`src/rtl/add_stream_stager.sv`:
```
// Narrow valid/ready bridge around a wide combinational adder: loads A and B in
// BEAT_W-bit beats, captures sum/carry for one cycle, then streams the result back out.
module add_stream_stager #(
    parameter int WIDTH  = 100,
    parameter int BEAT_W = 32
) (
    input  logic              clk,
    input  logic              reset,
    input  logic              in_valid,
    output logic              in_ready,
    input  logic [BEAT_W-1:0] in_data,
    input  logic              in_cin,
    output logic              out_valid,
    input  logic              out_ready,
    output logic [BEAT_W-1:0] out_data,
    output logic              out_last,
    output logic              out_cout,
    output logic [WIDTH-1:0]  add_a,
    output logic [WIDTH-1:0]  add_b,
    output logic              add_cin,
    input  logic [WIDTH-1:0]  add_sum,
    input  logic              add_cout
);

    localparam int BEATS  = (WIDTH + BEAT_W - 1) / BEAT_W;
    localparam int LAST_W = WIDTH - (BEATS - 1) * BEAT_W;
    localparam int CNT_W  = (BEATS > 1) ? $clog2(BEATS) : 1;
    localparam logic [CNT_W-1:0] CNT_LAST = CNT_W'(BEATS - 1);

    typedef enum logic [1:0] {
        LOAD_A,
        LOAD_B,
        EVAL,
        SEND
    } state_t;

    state_t           state;
    state_t           state_next;
    logic [CNT_W-1:0] cnt;
    logic [CNT_W-1:0] cnt_next;

    logic [WIDTH-1:0] a_reg;
    logic [WIDTH-1:0] b_reg;
    logic [WIDTH-1:0] result;
    logic             cin_reg;
    logic             cout_reg;

    logic             load_a;
    logic             load_b;
    logic             capture;

    always_ff @(posedge clk) begin
        if (reset) begin
            state <= LOAD_A;
            cnt   <= '0;
        end else begin
            state <= state_next;
            cnt   <= cnt_next;
        end
    end

    always_comb begin
        state_next = state;
        cnt_next   = cnt;
        in_ready   = 1'b0;
        out_valid  = 1'b0;
        out_last   = 1'b0;
        load_a     = 1'b0;
        load_b     = 1'b0;
        capture    = 1'b0;
        case (state)
            LOAD_A, LOAD_B: begin
                in_ready = 1'b1;
                if (in_valid) begin
                    load_a = (state == LOAD_A);
                    load_b = (state == LOAD_B);
                    if (cnt == CNT_LAST) begin
                        cnt_next   = '0;
                        state_next = (state == LOAD_A) ? LOAD_B : EVAL;
                    end else begin
                        cnt_next = cnt + CNT_W'(1);
                    end
                end
            end
            EVAL: begin
                capture    = 1'b1;
                state_next = SEND;
            end
            SEND: begin
                out_valid = 1'b1;
                out_last  = (cnt == CNT_LAST);
                if (out_ready) begin
                    if (cnt == CNT_LAST) begin
                        cnt_next   = '0;
                        state_next = LOAD_A;
                    end else begin
                        cnt_next = cnt + CNT_W'(1);
                    end
                end
            end
            default: begin
                cnt_next   = '0;
                state_next = LOAD_A;
            end
        endcase
    end

    // The top beat only carries LAST_W meaningful bits; anything above is dropped.
    always_ff @(posedge clk) begin
        if (reset) begin
            a_reg    <= '0;
            b_reg    <= '0;
            cin_reg  <= 1'b0;
            result   <= '0;
            cout_reg <= 1'b0;
        end else begin
            if (load_a) begin
                if (cnt == '0) begin
                    cin_reg <= in_cin;
                end
                for (int i = 0; i < BEATS - 1; i++) begin
                    if (cnt == CNT_W'(i)) begin
                        a_reg[i*BEAT_W +: BEAT_W] <= in_data;
                    end
                end
                if (cnt == CNT_LAST) begin
                    a_reg[WIDTH-1 -: LAST_W] <= in_data[LAST_W-1:0];
                end
            end
            if (load_b) begin
                for (int i = 0; i < BEATS - 1; i++) begin
                    if (cnt == CNT_W'(i)) begin
                        b_reg[i*BEAT_W +: BEAT_W] <= in_data;
                    end
                end
                if (cnt == CNT_LAST) begin
                    b_reg[WIDTH-1 -: LAST_W] <= in_data[LAST_W-1:0];
                end
            end
            if (capture) begin
                result   <= add_sum;
                cout_reg <= add_cout;
            end
        end
    end

    always_comb begin
        out_data = '0;
        out_cout = 1'b0;
        if (state == SEND) begin
            out_cout = cout_reg;
            for (int i = 0; i < BEATS - 1; i++) begin
                if (cnt == CNT_W'(i)) begin
                    out_data = result[i*BEAT_W +: BEAT_W];
                end
            end
            if (cnt == CNT_LAST) begin
                out_data = BEAT_W'(result[WIDTH-1 -: LAST_W]);
            end
        end
    end

    assign add_a   = a_reg;
    assign add_b   = b_reg;
    assign add_cin = cin_reg;

endmodule

```
`config.mk`:
```
export PLATFORM = sky130hd
export DESIGN_NAME = add_stream_stager
export DESIGN_NICKNAME = d
export VERILOG_FILES = /design/src/rtl/add_stream_stager.sv
export SDC_FILE = /design/constraint.sdc
export NUM_CORES = 1
export LEC_CHECK = 0
export CAP_MARGIN = 20
export CORE_MARGIN = 3
export CORE_UTILIZATION = 40
export DETAILED_ROUTE_END_ITERATION = 8
export GPL_ROUTABILITY_DRIVEN = 1
export PLACE_DENSITY = 0.7
export RECOVER_POWER = 100
export SLEW_MARGIN = 25
export SYNTH_ARGS = -nofsm -noshare
export SYNTH_HDL_FRONTEND = slang
export SYNTH_SLANG_ARGS = --single-unit
```
`constraint.sdc`:
```
create_clock -name clk -period 2.6 [get_ports clk]
set_clock_uncertainty 0.15 [all_clocks]
set_input_delay 0.39 -clock clk [delete_from_list [all_inputs] [get_ports clk]]
set_output_delay 0.39 -clock clk [all_outputs]
set_load 0.03 [all_outputs]
```
==> metrics.log, run 1 <==
INFO  metric synth_nets = 1557
INFO  metric area_growth = 46.1%
INFO  metric syn_inst = 1409
INFO  metric vias_per_cell = between 5 and 6
INFO  metric fp.dieArea = 32200 µm²
INFO  metric hold_violations = 0
INFO  metric hold-worst-slack = 251 ps
INFO  metric synth.area.mux_share = a little under a tenth
INFO  metric worst_path_largest_cell_delay = 370 ps
INFO  metric initial_utilization = 41.2%
INFO  metric pre_cts_ws = about 240 ps
INFO  metric fmax = 386 MHz
INFO  metric synth_compound_gate_area_share = between 10% and 20%
INFO  metric arrival = 2050 ps
INFO  metric numClockSinks = 306
INFO  metric critPathSlowestCell = sky130_fd_sc_hd__dfxtp_4
INFO  metric grt.total_usage = 23.4%
INFO  metric design.final.nets = 1898
INFO  metric top_level_ports = 375
INFO  metric first_global_vias = ~11000
INFO  metric dominant_combinational_cell_family_by_area_after_synthesis = simple AND/OR/NAND/NOR gates
INFO  metric finalWorstSetupSlack = 10.8 ps
INFO  metric fraction_of_final_layout_cells_with_drive_strength_greater_than_1 = 10.9%
INFO  metric detailed_place_hpwl = 26700 µm
INFO  metric finalMaxSlewViolations = 0
INFO  metric cts_hold_repair.buffers = 0
INFO  metric place_area = 16000 µm²
INFO  metric routed_wl = 40100 µm
INFO  metric cts.path.max_buffers = 3
INFO  metric synth.yosys.seq_area_share = 50.9%
INFO  metric ant_nets = 0
INFO  metric max-slew-margin-rel = 40.3%
INFO  metric max_cap_violations = 0
INFO  metric tritoncts = done
INFO  metric rsz0062_at_grt = true
INFO  metric worst-path-max-fanout = 10
INFO  metric synth-xor-area-share = 0%
INFO  metric syn_area_per_cell = 8.53 µm²
INFO  metric cp_data_required_time = 2060 ps
INFO  metric share_of_flip_flops_with_an_asynchronous_set_or_reset_after_synthesis = 0%
INFO  metric worstSkewPairLatency = 500 ps
INFO  metric synth_simple_gate_area_share = 21.5%
INFO  metric core-area = 29200 µm²
INFO  metric vdd_drop_max = approximately 0.00052 V
INFO  metric routed_len_inst = 18.6 µm
INFO  metric pin_count_of_the_biggest_net_entering_global_routing = 67
INFO  metric die_x = 179 µm
INFO  metric dr.pass1.iters = 5
INFO  metric final_common_cell = sky130_fd_sc_hd__nand2_1
INFO  metric clk_pin_slew_worst_paths = 60 ps
INFO  metric critical_path_source_type = register
INFO  metric timing.final.setup_violations = 0
INFO  metric finish.instance_area = 17600 µm²
INFO  metric route.vias.total = ~11000
INFO  metric worstSetupPathType = register to output pin
INFO  metric cts_buffers = 34
INFO  metric total_grt_overflow = 0
INFO  metric worstPathCellList = inv_4 > ha_4 > buf_6 > clkbuf_16 > nor2b_1 > a221oi_2 > nor3_1 > buf_4
INFO  metric num_rows = 62
INFO  metric p_leak = 0.00621 µW
INFO  metric drt_first_iter_violations = 739
INFO  metric syn-cell-area = 12000 µm²
INFO  metric synth_enable_flop_cells = 0
INFO  metric io_buffer_count = 374
INFO  metric flops_latches_synth = 306
INFO  metric end_kind = output pin
INFO  metric floorplan.die.height = between 150 and 200 µm
INFO  metric cts_root_buffer = sky130_fd_sc_hd__clkbuf_16
INFO  metric antenna_found_initial = 2
INFO  metric outcome = finished clean
INFO  metric yosys_most_used_dff = sky130_fd_sc_hd__dfxtp_1
INFO  metric finalCriticalPeriod = 2590 ps
INFO  metric pd_cells = 795 nW/µm²
INFO  metric globalplace.congestion = 0.858
INFO  metric yosysUniqueCellTypes = 36
INFO  metric tightestPinTransition = between 800 and 900 ps
INFO  metric worst_hold_path_type = input port to register
INFO  metric first_pass_grt_wire_length = 59500 µm
INFO  metric timing.final.crit_share = 99.6%
INFO  metric ctsHtreeMaxLevel = 2
INFO  metric synth_adder_area_share = under 10%
INFO  metric layout.cells.most_common_list = 390 x sky130_fd_sc_hd__nand2_1, 338 x sky130_fd_sc_hd__clkdlybuf4s50_1, 302 x sky130_fd_sc_hd__dfxtp_1, 198 x sky130_fd_sc_hd__a21oi_1, 110 x sky130_fd_sc_hd__nor2_1
INFO  metric pnr_total_power = ~14000 µW
INFO  metric synth-warning-count = 0
INFO  metric remaining_drc_errors = 0
[metrics by stage]
step | TNS (ps) | std cells | util (%)
detailed placement | 0 | 2084 | 54.9
CTS | -371 | 2153 | 59.5
global route | -380 | 2159 | 60.3
floorplan | 0 | 1409 | -
global placement | 0 | 2084 | 54.9
finish | 0 | 2159 | 60.3
[per-layer routing]
metal  vias up  global-route usage, %  share of wire [%]
met4         2                   7.67                3.1
li1       5333                      -                  -
met3        77                   7.27                 10
met5         -                      0              0.032
met2       492                   39.8                 47
met1      5214                   28.1                 40
[final timing paths]
kind | from | endpoint | slack [ps] | depth (start not counted)
worst max-delay path | cnt[1] | out_data[23] | 10 | 8
worst max register to register | state[0] | result[42] | 340 | 5
worst min register to register | add_b[16] | add_b[16] | 300 | 2
worst min-delay path | reset | add_a[13] | 250 | 2
[worst max-delay path: cells and delay by family, from the launching register on]
kind	cells	cell delay (ps)
flip-flops	1	370
AND/OR/NAND/NOR	2	340
AO/OA/AOI/OAI	1	80
adder cells (fa/ha/maj)	1	190
buffers and inverters	4	570
[power breakdown]
part / switching, µW / internal [µW]
sequential: 223 / 5060
clock: 1910 / 2880
combinational: 2260 / 1620
[kinds of logic after synthesis]
| kind of cell | Yosys count |
|---|---|
| simple gates | 616 |
| flops | 306 |
| compound gates | 246 |
| buf+inv | 122 |
| mux | 109 |
| fa+ha+maj | 10 |
[synth_stat cells (all sizes together), types with 2 or more instances]
library cell,n,area share [%]
nor2,110,3.4
nand4,2,0.10
inv,4,0.12
o21ai,5,0.21
nand3,9,0.58
and3,6,0.31
a221oi,28,2.3
ha,10,1.0
dfxtp,306,51
o31ai,2,0.12
nand2,390,12
clkbuf,37,1.2
a21oi,201,8.4
nor3,30,1.2
nand2b,6,0.31
and2,2,0.10
nor2b,57,3.0
buf,81,4.4
mux2i,109,9.1
a32o,4,0.33
[cell type report]
cell class                      instances  area (µm²)
Antenna cell                            1        2.50
Clock buffer                           50        1000
Clock inverter                         10         123
Fill cell                            2595       11600
Inverter                                4        17.5
Multi-Input combinational cell        981        5450
Sequential cell                       306        6140
Tap cell                              384         480
Timing Repair Buffer                  423        4370
[what timing repair did]
action / 4_1_cts / 5_1_grt
gates cloned: 2 / 1
gates resized for setup: 25 / 47
setup buffers: 7 / 5
setup endpoints to repair: 36 / 33
pin swaps: 1 / 13
Note: power is estimated with default switching activity, not from simulation.
==> run 2: changes to the inputs <==
PLACE_DENSITY = 0.73   (was 0.7)
==> run 2 against run 1 <==
The run now ends with negative setup slack left. Register-to-register slack got worse by 210 ps. Total power fell by 1.9%. Largest power group unchanged. Via count is 0.47% lower. Die area stayed put. Sequential power about the same. Cell area shrank 0.64%. Non-clock buffer count down 2.
==> metrics.log, run 2 (synthesis results as in run 1) <==
INFO  metric outcome = finished, violations left
INFO  metric violations = negative setup slack
INFO  metric worst_hold_path_type = input port to register
INFO  metric final.setup.tns = -323 ps (-323 ps)
INFO  metric fp.dieArea = 32200 µm² (unchanged)
INFO  metric worstSkewPairLatency = 560 ps (+60 ps)
INFO  metric first_pass_grt_wire_length = 59100 µm (-0.67%)
INFO  metric vias_per_cell = 5.15 (about the same)
INFO  metric core-area = 29200 µm² (unchanged)
INFO  metric route.vias.total = 11100 (-0.47%)
INFO  metric tritoncts = done
INFO  metric end_kind = output pin
INFO  metric clk_pin_slew_worst_paths = 60 ps (about the same)
INFO  metric finalWorstSetupSlack = -67.9 ps (-78.6 ps)
INFO  metric fillCellCount = 2542 (-2.0%)
INFO  metric routed_wl = 39600 µm (-1.1%)
INFO  metric reg2reg_depth = 5 (unchanged)
INFO  metric pin_count_of_the_biggest_net_entering_global_routing = 81 (+21%)
INFO  metric critical_path_source_type = register
INFO  metric initial_utilization = 41.2% (unchanged)
INFO  metric timing.final.crit_share = 103% (+3.0 points)
INFO  metric first_global_vias = 10700 (-0.33%)
INFO  metric antenna_cells = 0 (-1)
INFO  metric top_level_ports = 375 (unchanged)
INFO  metric hold_violations = 0 (unchanged)
INFO  metric arrival = 2130 ps (+80 ps)
INFO  metric area_growth = 45.2%
INFO  metric finalMaxSlewViolations = 0 (unchanged)
INFO  metric pd_cells = 784 nW/µm² (-1.3%)
INFO  metric antenna_found_initial = 0 (-2)
INFO  metric detailed_place_hpwl = 26700 µm (about the same)
INFO  metric ctsHtreeMaxLevel = 1 (-1)
INFO  metric cts_root_buffer = sky130_fd_sc_hd__clkbuf_16
INFO  metric worstSetupPathType = register to output pin
INFO  metric routed_len_inst = 18.5 µm (-0.59%)
INFO  metric max_cap_violations = 0 (unchanged)
INFO  metric remaining_drc_errors = 0 (unchanged)
INFO  metric fraction_of_final_layout_cells_with_drive_strength_greater_than_1 = 10.9% (-0.051 points)
INFO  metric worst-path-max-fanout = 7 (-3)
INFO  metric vdd_drop_max = 0.000571 V (+9.8%)
INFO  metric cp_data_required_time = 2060 ps (about the same)
INFO  metric numClockSinks = 306 (unchanged)
INFO  metric cts.path.max_buffers = 3 (unchanged)
INFO  metric dr.pass1.iters = 8 (+3)
INFO  metric layout.cells.most_common_list = 390 x sky130_fd_sc_hd__nand2_1, 337 x sky130_fd_sc_hd__clkdlybuf4s50_1, 304 x sky130_fd_sc_hd__dfxtp_1, 199 x sky130_fd_sc_hd__a21oi_1, 110 x sky130_fd_sc_hd__nor2_1
INFO  metric p_leak = 0.00613 µW (-1.3%)
INFO  metric final_util = 59.9% (-0.39 points)
INFO  metric max-slew-margin-rel = 7.17% (-33 points)
INFO  metric fmax = 375 MHz (-2.9%)
INFO  metric ant_nets = 0 (unchanged)
INFO  metric pnr_total_power = 13700 µW (-1.9%)
INFO  metric drt_first_iter_violations = 652 (-12%)
INFO  metric grt.total_usage = 23.1% (-0.30 points)
INFO  metric final_common_cell = sky130_fd_sc_hd__nand2_1
INFO  metric tightestPinTransition = 1390 ps (+496 ps)
INFO  metric hold-worst-slack = 236 ps (-15.1 ps)
INFO  metric number_of_stages_on_the_worst_hold_path = 2 (unchanged)
INFO  metric rsz0062_at_grt = true
INFO  metric cts_buffers = 31 (-8.8%)
INFO  metric finalCriticalPeriod = 2670 ps (+78.6 ps)
INFO  metric design.final.nets = 1893 (-0.26%)
INFO  metric num_rows = 62 (unchanged)
INFO  metric total_grt_overflow = 0 (unchanged)
INFO  metric io_buffer_count = 374 (unchanged)
INFO  metric globalplace.congestion = 0.827 (-3.6%)
INFO  metric die_x = 179 µm (unchanged)
INFO  metric timing.final.setup_violations = 10 (+10)
INFO  metric floorplan.die.height = 179 µm (unchanged)
-- run 2: changes by cell type in the layout (fill, tap and decap cells not counted), moves of 3 or more --
cell and delta:
sky130_fd_sc_hd__nor2b_1 -3, sky130_fd_sc_hd__clkbuf_1 -4, sky130_fd_sc_hd__nor3_1 -9, sky130_fd_sc_hd__buf_6 -4, sky130_fd_sc_hd__a221oi_1 +3, sky130_fd_sc_hd__buf_12 -6
sky130_fd_sc_hd__nor3_2 +9, sky130_fd_sc_hd__clkbuf_2 +3, sky130_fd_sc_hd__a221oi_2 -4
-- run 2: metal layers --
| metal | share of wire (%) | GRT usage (%) | vias up |
|---|---|---|---|
| met1 | 40 | 28.5 | 5208 |
| met2 | 47 | 38.9 | 449 |
| met3 | 9.3 | 6.05 | 88 |
| met4 | 3.9 | 8.22 | 0 |
| met5 | 0 | 0 | - |
| li1 | - | - | 5321 |
-- run 2: worst max-delay path, cell delays in order, from the launching register on --
cell	delay, ps
sky130_fd_sc_hd__dfxtp_4	380
sky130_fd_sc_hd__inv_4	50
sky130_fd_sc_hd__ha_4	190
sky130_fd_sc_hd__buf_12	150
sky130_fd_sc_hd__clkbuf_16	170
sky130_fd_sc_hd__a21oi_2	110
sky130_fd_sc_hd__o21ai_1	80
sky130_fd_sc_hd__a32o_2	280
sky130_fd_sc_hd__buf_6	140
-- run 2: timing repair --
action	CTS	global route
hold buffers	0	0
gates resized for setup	61	25
pin swaps	12	12
cloned	3	2
setup buffers	4	2
endpoints found under the setup margin	36	33
-- run 2: report_power, final --
group / switching, µW / internal [µW] / leakage [µW]
Sequential: 218 / 5060 / 0.00247
Clock: 1840 / 2750 / 0.000520
Combinational: 2240 / 1570 / 0.00314
-- run 2: worst paths after layout --
kind | slack [ps] | from | endpoint
max | -70 | cnt[1] | out_data[3]
min | 240 | reset | add_b[38]
max reg2reg | 130 | state[0] | result[61]
min reg2reg | 300 | add_a[1] | add_a[1]
-- run 2: per-stage QoR --
step                      cell area (µm²)  setup slack, ps  cells
after floorplan                     12000              130   1409
after global placement              16000              273   2086
after detailed placement            16000              244   2086
after CTS                           17400            -77.1   2144
after global routing                17500             -131   2148
final                               17500            -67.9   2148
-- run 2: layout make-up --
class                      count  area (µm²)  area share, %
clock buffer                  40         880           5.04
clock inverter                12         170          0.974
inverter                       4        20.0          0.115
multi-input combinational    981        5490           31.4
sequential                   306        6130           35.1
tap                          384         480           2.75
timing repair buffer         421        4290           24.6
==> run 3: changes to the inputs <==
CTS_CLUSTER_SIZE = 16   (was default)
clock period = 2.76 ns   (was 2.6 ns; I/O delays follow)
==> run 3 against run 2 <==
Routed wire length shrank 2.7%. Largest power group unchanged. Die area is the same. The flow now finishes without violations. Cell count is essentially flat. Largest cell class unchanged.
==> metrics.log, run 3 (synthesis results as in run 1) <==
INFO  metric timing.final.crit_share = 97.5%
INFO  metric design.final.nets = 1887 (-0.32%)
INFO  metric route.vias.total = 11000 (-1.0%)
INFO  metric finalWorstSetupSlack = 69.3 ps (+137 ps)
INFO  metric numClockSinks = 306 (unchanged)
INFO  metric end_kind = output pin
INFO  metric critical_path_source_type = register
INFO  metric ctsHtreeMaxLevel = 1 (unchanged)
INFO  metric grt.total_usage = 22.5% (-0.54 points)
INFO  metric die_x = 179 µm (unchanged)
INFO  metric routed_wl = 38600 µm (-2.7%)
INFO  metric layout.cells.most_common_list = 390 x sky130_fd_sc_hd__nand2_1, 304 x sky130_fd_sc_hd__dfxtp_1, 202 x sky130_fd_sc_hd__dlygate4sd3_1, 201 x sky130_fd_sc_hd__a21oi_1, 136 x sky130_fd_sc_hd__clkdlybuf4s50_1
INFO  metric detailed_place_hpwl = 26900 µm (+0.69%)
INFO  metric finalMaxSlewViolations = 0 (unchanged)
INFO  metric pnr_total_power = 12600 µW (-8.0%)
INFO  metric fmax = ~370 MHz
INFO  metric tightestPinTransition = 944 ps (-449 ps)
INFO  metric tritoncts = done
INFO  metric path_delay_family = buffers and inverters
INFO  metric fillCellCount = 2586 (+1.7%)
INFO  metric cts_buffers = 31 (unchanged)
INFO  metric cp_data_required_time = 2200 ps (+140 ps)
INFO  metric rsz0062_at_grt = false
INFO  metric floorplan.die.height = 179 µm (unchanged)
INFO  metric cp.buffers_inverters = 3 (-1)
INFO  metric first_pass_grt_wire_length = 57700 µm (-2.5%)
INFO  metric pd_cells = 738 nW/µm² (-5.8%)
INFO  metric pin_count_of_the_biggest_net_entering_global_routing = 79 (-2.5%)
INFO  metric worstSetupPathType = register to output pin
INFO  metric area.sequential = 6130 µm² (about the same)
INFO  metric worst-path-max-fanout = 24 (+17)
INFO  metric core-area = 29200 µm² (unchanged)
INFO  metric total_grt_overflow = 0 (unchanged)
INFO  metric p_leak = 0.00666 µW (+8.7%)
INFO  metric final_common_cell = sky130_fd_sc_hd__nand2_1
INFO  metric routed_len_inst = 17.9 µm (-2.8%)
INFO  metric worst_path_largest_cell_delay = 360 ps (-20 ps)
INFO  metric timing.final.setup_violations = 0 (-10)
INFO  metric outcome = finished clean
INFO  metric max-slew-margin-rel = 37.1% (+30 points)
INFO  metric area_growth = 41.8%
INFO  metric globalplace.congestion = 0.844 (+2.1%)
INFO  metric fp.dieArea = 32200 µm² (unchanged)
INFO  metric max_cap_violations = 0 (unchanged)
INFO  metric hold_violations = 0 (unchanged)
INFO  metric critPathSlowestCell = sky130_fd_sc_hd__dfxtp_4
INFO  metric fraction_of_final_layout_cells_with_drive_strength_greater_than_1 = 8.28% (-2.6 points)
INFO  metric worstPathCellList = inv_2 > ha_4 > buf_12 > nor2b_1 > a221oi_1 > nor3_1 > buf_4
INFO  metric drt_first_iter_violations = 725 (+11%)
INFO  metric initial_utilization = 41.2% (unchanged)
INFO  metric arrival = 2130 ps (about the same)
INFO  metric vdd_drop_max = 0.000606 V (+6.0%)
INFO  metric num_rows = 62 (unchanged)
INFO  metric ant_nets = 0 (unchanged)
INFO  metric worstSkewPairLatency = 560 ps (about the same)
INFO  metric finalCriticalPeriod = 2690 ps
INFO  metric cts_root_buffer = sky130_fd_sc_hd__clkbuf_16
INFO  metric worst_hold_path_type = input port to register
INFO  metric cts.path.max_buffers = 3 (unchanged)
INFO  metric antenna_found_initial = 2 (+2)
INFO  metric io_buffer_count = 374 (unchanged)
INFO  metric first_global_vias = 10600 (-1.7%)
INFO  metric pre_cts_ws = 340 ps (+96.0 ps)
INFO  metric remaining_drc_errors = 0 (unchanged)
INFO  metric multi_input_combinational_cell_area = 5280 µm² (-3.8%)
INFO  metric clk_pin_slew_worst_paths = 60 ps (about the same)
INFO  metric final.setup.tns = 0 ps (+323 ps)
INFO  metric vias_per_cell = 5.10 (-1.1%)
INFO  metric top_level_ports = 375 (unchanged)
INFO  metric dr.pass1.iters = 5 (-3)
-- run 3: cell count changes in the layout (fill, tap and decap cells not counted), sizes merged --
cell,previous run,this run
clkinv,6,3
dlygate4sd2,2,3
dlymetal6s2s,1,0
dlygate4sd3,0,202
clkdlybuf4s50,337,136
clkbuf,49,65
clkdlybuf4s15,1,0
buf,70,57
diode,0,1
-- run 3: path summary, 6_finish.rpt --
kind            start      endpoint  slack, ps  cells past startpoint
min             reset     add_b[98]        260                      2
min reg2reg  add_a[3]      add_a[3]        300                      2
max reg2reg  state[0]     add_a[55]        210                      7
max            cnt[1]  out_data[21]         70                      7
-- run 3: per-stage QoR --
step	area, µm²	hold slack [ps]	instances	util [%]
after global routing	17100	274	2149	58.5
after global placement	15900	291	2084	54.7
after detailed placement	15900	295	2084	54.7
final	17100	257	2149	58.5
after floorplan	12000	301	1409	-
after CTS	17200	251	2147	58.8
-- run 3: power breakdown --
part	internal (µW)	switching (µW)
registers	4770	193
clock network	2700	1710
logic	1240	1970
-- run 3: routing by layer --
metal,share of wire [%],vias up,global-route usage (%)
li1,-,5314,-
met1,40,5101,27.4
met2,47,471,38.8
met3,9.8,63,6.45
met4,2.5,2,6.70
met5,0.023,-,0
-- run 3: what timing repair did --
action	4_1_cts	5_1_grt
endpoints found under the setup margin	35	28
hold buffers	0	0
gates cloned	1	0
pin swaps	1	3
gates resized for setup	12	7
setup buffers	4	1
-- run 3: final cells by class --
type	instances	share of cell area, %
clock inverter	9	0.888
clock buffer	49	5.53
timing repair buffer	415	23.7
multi-input combinational	981	31.0
tap	384	2.82
sequential	306	36.0
antenna	1	0.0147
inverter	4	0.0880
